`config.mk`:
```
export PLATFORM = sky130hd
export DESIGN_NAME = pll_phase_ctrl
export DESIGN_NICKNAME = d
export VERILOG_FILES = /design/src/rtl/pll_phase_pkg.sv /design/src/rtl/pll_lock_sync.sv /design/src/rtl/pll_phase_ctrl.sv
export SDC_FILE = /design/constraint.sdc
export NUM_CORES = 1
export LEC_CHECK = 0
export ABC_CLOCK_PERIOD_IN_PS = 4800
export BUFFER_PORTS_ARGS = -buffer_cell sky130_fd_sc_hd__clkbuf_2
export CAP_MARGIN = 10
export CELL_PAD_IN_SITES_DETAIL_PLACEMENT = 2
export CELL_PAD_IN_SITES_GLOBAL_PLACEMENT = 2
export CORE_MARGIN = 1.5
export CORE_UTILIZATION = 37
export CTS_CLUSTER_DIAMETER = 80
export DETAILED_ROUTE_END_ITERATION = 10
export PLACE_DENSITY_LB_ADDON = 0.1
export SLEW_MARGIN = 20
export SYNTH_ARGS = -nofsm -noshare
export SYNTH_HDL_FRONTEND = slang
export SYNTH_HIERARCHICAL = 1
export SYNTH_SLANG_ARGS = --single-unit
export TNS_END_PERCENT = 30
```
`constraint.sdc`:
```
create_clock -name clk -period 4.8 [get_ports clk]
set_input_delay 0.48 -clock clk [delete_from_list [all_inputs] [get_ports clk]]
set_output_delay 0.48 -clock clk [all_outputs]
set_load 0.01 [all_outputs]
```
`src/rtl/pll_phase_pkg.sv`:
```
// rtl/pll_phase_pkg.sv - shared widths, state encoding and select check for the PLL phase controller
package pll_phase_pkg;

  localparam int SEL_W   = 3;
  localparam int STEPS_W = 8;
  localparam int POS_W   = 12;
  localparam int NUM_OUT = 5;

  typedef enum logic [2:0] {
    IDLE,
    SETUP,
    STEP_LO,
    STEP_HI,
    LOAD,
    WAIT_LOCK
  } state_e;

  localparam logic [SEL_W-1:0] SEL_MAX = SEL_W'(NUM_OUT - 1);

  function automatic logic sel_valid(input logic [SEL_W-1:0] sel);
    return sel <= SEL_MAX;
  endfunction

endpackage

```
`src/rtl/pll_lock_sync.sv`:
```
// rtl/pll_lock_sync.sv - two-flop synchronizer bringing the asynchronous PLL lock into clk
module pll_lock_sync (
  input  logic clk,
  input  logic rst,
  input  logic d,
  output logic q
);

  logic meta_q;
  logic sync_q;

  always_ff @(posedge clk or posedge rst) begin
    if (rst) begin
      meta_q <= 1'b0;
      sync_q <= 1'b0;
    end else begin
      meta_q <= d;
      sync_q <= meta_q;
    end
  end

  assign q = sync_q;

endmodule

```
`src/rtl/pll_phase_ctrl.sv`:
```
// rtl/pll_phase_ctrl.sv - sequences PHASE_SEL/DIR/STEP_N/LOAD_PHASE strobes for a dynamic PLL phase shift
// Define PLL_PHASE_ACC_EN to add per-output signed phase position tracking on phase_pos.
module pll_phase_ctrl
  import pll_phase_pkg::*;
#(
  parameter int STEP_PULSE   = 2,
  parameter int STEP_GAP     = 4,
  parameter int LOCK_TIMEOUT = 1024
) (
  input  logic               clk,
  input  logic               rst,
  input  logic               req_valid,
  output logic               req_ready,
  input  logic [SEL_W-1:0]   req_sel,
  input  logic               req_dir,
  input  logic [STEPS_W-1:0] req_steps,
  input  logic               pll_lock,
  output logic [SEL_W-1:0]   phase_sel,
  output logic               phase_dir,
  output logic               phase_step_n,
  output logic               load_phase,
  output logic               done,
  output logic               err
`ifdef PLL_PHASE_ACC_EN
  ,
  output logic [NUM_OUT*POS_W-1:0] phase_pos
`endif
);

  localparam int CNT_MAX_A = (STEP_PULSE > STEP_GAP) ? STEP_PULSE : STEP_GAP;
  localparam int CNT_MAX   = (LOCK_TIMEOUT > CNT_MAX_A) ? LOCK_TIMEOUT : CNT_MAX_A;
  localparam int CNT_W     = $clog2(CNT_MAX + 1);

  localparam logic [CNT_W-1:0] PULSE_LAST   = CNT_W'(STEP_PULSE - 1);
  localparam logic [CNT_W-1:0] GAP_LAST     = CNT_W'(STEP_GAP - 1);
  localparam logic [CNT_W-1:0] TIMEOUT_LAST = CNT_W'(LOCK_TIMEOUT);

  logic lock_s;

  pll_lock_sync u_lock_sync (
    .clk (clk),
    .rst (rst),
    .d   (pll_lock),
    .q   (lock_s)
  );

  state_e             state_q, state_d;
  logic [CNT_W-1:0]   cnt_q, cnt_d;
  logic [STEPS_W-1:0] steps_q, steps_d;
  logic [SEL_W-1:0]   sel_q, sel_d;
  logic               dir_q, dir_d;
  logic               bad_q, bad_d;
  logic               step_entry;

  always_ff @(posedge clk or posedge rst) begin
    if (rst) begin
      state_q <= IDLE;
      cnt_q   <= '0;
      steps_q <= '0;
      sel_q   <= '0;
      dir_q   <= 1'b0;
      bad_q   <= 1'b0;
    end else begin
      state_q <= state_d;
      cnt_q   <= cnt_d;
      steps_q <= steps_d;
      sel_q   <= sel_d;
      dir_q   <= dir_d;
      bad_q   <= bad_d;
    end
  end

  always_comb begin
    state_d      = state_q;
    cnt_d        = cnt_q;
    steps_d      = steps_q;
    sel_d        = sel_q;
    dir_d        = dir_q;
    bad_d        = 1'b0;
    step_entry   = 1'b0;
    req_ready    = 1'b0;
    phase_step_n = 1'b1;
    load_phase   = 1'b0;
    done         = 1'b0;
    err          = 1'b0;

    case (state_q)
      IDLE: begin
        // A rejected select is flagged for one cycle, which also masks ready
        req_ready = lock_s & ~bad_q;
        err       = bad_q;
        if (req_valid && lock_s && !bad_q) begin
          sel_d   = req_sel;
          dir_d   = req_dir;
          steps_d = req_steps;
          cnt_d   = '0;
          if (sel_valid(req_sel)) begin
            state_d = SETUP;
          end else begin
            bad_d = 1'b1;
          end
        end
      end

      SETUP: begin
        if (!lock_s) begin
          err     = 1'b1;
          state_d = IDLE;
        end else if (steps_q == '0) begin
          state_d = LOAD;
        end else begin
          cnt_d      = '0;
          step_entry = 1'b1;
          state_d    = STEP_LO;
        end
      end

      STEP_LO: begin
        // Lock loss releases the strobe combinationally in the same cycle
        if (!lock_s) begin
          err     = 1'b1;
          state_d = IDLE;
        end else begin
          phase_step_n = 1'b0;
          if (cnt_q == PULSE_LAST) begin
            cnt_d   = '0;
            state_d = STEP_HI;
          end else begin
            cnt_d = cnt_q + CNT_W'(1);
          end
        end
      end

      STEP_HI: begin
        if (!lock_s) begin
          err     = 1'b1;
          state_d = IDLE;
        end else if (cnt_q == GAP_LAST) begin
          cnt_d = '0;
          if (steps_q == STEPS_W'(1)) begin
            state_d = LOAD;
          end else begin
            steps_d    = steps_q - STEPS_W'(1);
            step_entry = 1'b1;
            state_d    = STEP_LO;
          end
        end else begin
          cnt_d = cnt_q + CNT_W'(1);
        end
      end

      LOAD: begin
        load_phase = 1'b1;
        cnt_d      = '0;
        state_d    = WAIT_LOCK;
      end

      WAIT_LOCK: begin
        if (lock_s) begin
          done    = 1'b1;
          state_d = IDLE;
        end else if (cnt_q == TIMEOUT_LAST) begin
          err     = 1'b1;
          state_d = IDLE;
        end else begin
          cnt_d = cnt_q + CNT_W'(1);
        end
      end

      default: begin
        state_d = IDLE;
      end
    endcase
  end

  assign phase_sel = (state_q == IDLE) ? '0   : sel_q;
  assign phase_dir = (state_q == IDLE) ? 1'b0 : dir_q;

`ifdef PLL_PHASE_ACC_EN
  logic [POS_W-1:0] acc_q [NUM_OUT];
  logic [POS_W-1:0] acc_d [NUM_OUT];
  logic [POS_W-1:0] delta;

  // Retard adds all-ones, i.e. -1 in two's complement
  assign delta = dir_q ? POS_W'(1) : {POS_W{1'b1}};

  always_comb begin
    for (int k = 0; k < NUM_OUT; k++) begin
      acc_d[k] = acc_q[k];
      if (step_entry && (sel_q == SEL_W'(k))) begin
        acc_d[k] = acc_q[k] + delta;
      end
    end
  end

  always_ff @(posedge clk or posedge rst) begin
    if (rst) begin
      for (int k = 0; k < NUM_OUT; k++) begin
        acc_q[k] <= '0;
      end
    end else begin
      for (int k = 0; k < NUM_OUT; k++) begin
        acc_q[k] <= acc_d[k];
      end
    end
  end

  always_comb begin
    phase_pos = '0;
    for (int k = 0; k < NUM_OUT; k++) begin
      phase_pos[k*POS_W +: POS_W] = acc_q[k];
    end
  end
`endif

endmodule

```
==> metrics.txt <==
die area=5463 um^2; largest net degree at the start of global routing=28; die width=73.91 um; row count=25; CTS buffer count=5; CP endpoint=err; FF-to-FF path depth=4; static leakage=0.9737 nW; Placed Area=~2000 um^2; Setup Total Neg Slack=0 ps; fin crit period=roughly 2800 ps; Initial Util=a little under 40%; CP Capture Type=output port; fin. max-slew vios=0; final setup fails=0; total routed wirelength=around 5.4 mm; outcome=finished clean; Antenna Violating Nets Remaining=0; DRC Markers=0; synth warn=6; router iterations before antenna repair=4; vias per std cell=between 5 and 6; Yosys top cell area share=approximately 40%; Ant. Diodes=0; maximum vdd drop=240.9 uV; top_reg_cell synth=dfrtp_1; Worst Hold Class=input port to asynchronous set/reset pin; CP max FO=6; Seq cells post-synth=29; crit path launch=cnt_q[4]$_DFFE_PP0P_; CTS Hold Bufs=0; Layout area overhead=15.20%; worst path cell trace=nor4_1 -> nand2_1 -> nor2_1 -> a32oi_1 -> o32ai_1 -> clkbuf_2; worst endpoint required time=approximately 4300 ps; routed vias=1678; Skew-Pair Late Insertion Delay=between 200 and 300 ps; Worst Setup Start Kind=flip-flop; Syn Nets=between 200 and 250; power per cell area=530.4 nW/um^2; Nets=~250; Worst Path Arrival=between 2000 and 2500 ps; vias in the first global route=roughly 1800; top-count cell post-synth=dfrtp_1; count of cell types in the netlist=47; sequential area share after synthesis=39.00%; first-pass GRT wire length=9.052 mm; FFs w/ async S/R, synth=100.0%; ratio of cells with drive above 1 in the final layout=a little under a fifth; Core ar.=4786 um^2; Mapped Area=1861 um^2; number of synthesized flops with an enable pin=0; critical path class=flip-flop to output port; Fin. Hold Viols=0; setup bufs post-CTS=0; Synth area leaders=dfrtp_1, nor2_1, a21oi_1; slowest cell on the critical path=nor4_1; IO Pins=25; Reg2Reg Capture Point=cnt_q[7]$_DFFE_PP0P_; Port Buffers=24; Slowest Stage Delay on Critical Path=approximately 580 ps; Gates resized, CTS repair=0; unrepaired setup endpoints after global routing=no; clock sink total=29; worst r2r src=state_q[0]$_DFFE_PP0P_; Layout Skew=11.20 ps; drt wl/cell=about 18 um; R2R setup slack=between 2000 and 2500 ps; CTS tree=built; fin area=roughly 2100 um^2; Avg Cell Area, Syn=between 8 and 9 um^2; Max Cap Violations=0; FMAX=about 360 MHz; area leader, netlist=dfrtp_1; Max clock buf depth=2; gpl congestion=~0.8; Mapped Cells=210; antenna violations before repair=0; total grt overflow=0; Global Route Usage Sum=a little over a fifth; DP HPWL=3.992 mm; Root Buffer=clkbuf_8; # fillers=~540; synth cell count leaders=dfrtp_1, nor2_1, a21oi_1; DR iter-0 viols=54; Reg clk slew, reported paths=70 ps; Die Y=73.91 um; CTS H-tree depth=2; final worst-path cycle share=between 50 and 60%; worst slew pin tran=946.5 ps; Slew headroom=36.90%
-- kinds of logic (layout without fill, tap and decap cells) --
family / after synthesis / after routing / share of synthesized area, %
buffers and inverters: 21 / 42 / 4.439
adders and majority gates: 6 / 6 / 4.035
muxes: 8 / 8 / 4.640
AOI/OAI and AO/OA: 63 / 63 / 24.28
DFF: 29 / 29 / 39.00
and+or+nand+nor: 83 / 83 / 23.60
-- cell type report --
| type | instances | area, um^2 | share of cell area (%) |
|---|---|---|---|
| well taps | 67 | 83.83 | 3.911 |
| repair buffers | 24 | 120.1 | 5.604 |
| clock inverters | 1 | 30.03 | 1.401 |
| flip-flops and latches | 29 | 725.7 | 33.86 |
| clock buffers | 7 | 86.33 | 4.028 |
| inverters | 10 | 37.54 | 1.751 |
| multi-input cells | 160 | 1060 | 49.45 |
-- through the flow --
stage | power (mW) | cells | worst slack [ps] | utilization [%] | hold slack (ps)
detailed placement | 0.8775 | 290 | 2161 | 42.20 | 335.5
global route | 1.217 | 298 | 1857 | 44.78 | 49.27
CTS | 1.147 | 298 | 2007 | 44.63 | 32.17
finish | 1.137 | 298 | 2033 | 44.78 | 41.21
floorplan | 0.7335 | 210 | 2883 | - | 221.2
global placement | 0.8379 | 290 | 2280 | 42.20 | 321.7
-- worst max-delay path: cells and delay by family, from the launching register on --
family	cells	cell delay, ps
buffers and inverters	1	180
flip-flops	1	440
AO/OA/AOI/OAI	2	330
AND/OR/NAND/NOR	3	1060
-- metal layers --
| metal | global-route usage [%] | part of all wire (%) | wire [um] | vias to the layer above |
|---|---|---|---|---|
| li1 | - | - | - | 813 |
| met1 | 29.05 | 48 | 2617 | 843 |
| met2 | 36.61 | 49 | 2661 | 20 |
| met3 | 4.252 | 2.0 | 107 | 2 |
| met4 | 4.938 | 0.41 | 22 | 0 |
| met5 | 0 | 0 | 0 | - |
-- worst min-delay path by stage --
stage	startpoint	end	slack, ps	depth (start not counted)
finish	rst	u_lock_sync/q$_DFF_PP0_	40	2
global route	rst	u_lock_sync/meta_q$_DFF_PP0_	50	2
CTS	rst	u_lock_sync/meta_q$_DFF_PP0_	30	2
detailed placement	rst	u_lock_sync/meta_q$_DFF_PP0_	340	2
global placement	rst	u_lock_sync/meta_q$_DFF_PP0_	320	2
floorplan	rst	u_lock_sync/meta_q$_DFF_PP0_	220	1
-- cell usage in the layout, fill, tap and decap left out, types with 2 or more instances in the layout --
master,netlist,routed
inv_1,10,9
nand3_1,7,7
mux2i_1,3,3
o311ai_1,2,2
and3_1,3,3
o21ai_1,2,2
clkbuf_8,0,6
nor2_1,25,25
nor2b_1,8,8
ha_1,6,6
a21o_1,9,9
a31oi_1,3,3
or2_2,2,2
o31a_1,2,2
a21oi_1,15,15
nor4_1,5,5
or4_1,3,3
o21ai_0,8,8
o22a_1,2,2
o2bb2ai_1,2,2
nor3b_1,2,2
nand4_1,4,4
dfrtp_1,29,29
clkbuf_2,0,24
nor3_1,3,3
nand2_1,12,12
a22o_1,8,8
mux2_2,4,4
-- state kept, by name, summed over array words and instances, names as in the netlist --
register and cells:
bad_q 1, cnt_q 11, dir_q 1, sel_q 3
state_q 3, steps_q 8, u_lock_sync/meta_q 1, u_lock_sync/q 1
-- power breakdown --
group | total [mW] | switching (mW) | internal, mW
clock | 0.261 | 0.0923 | 0.169
combinational | 0.448 | 0.257 | 0.191
sequential | 0.428 | 0.114 | 0.314
total | 1.14 | 0.463 | 0.674
(Power assumes the default switching activity.)
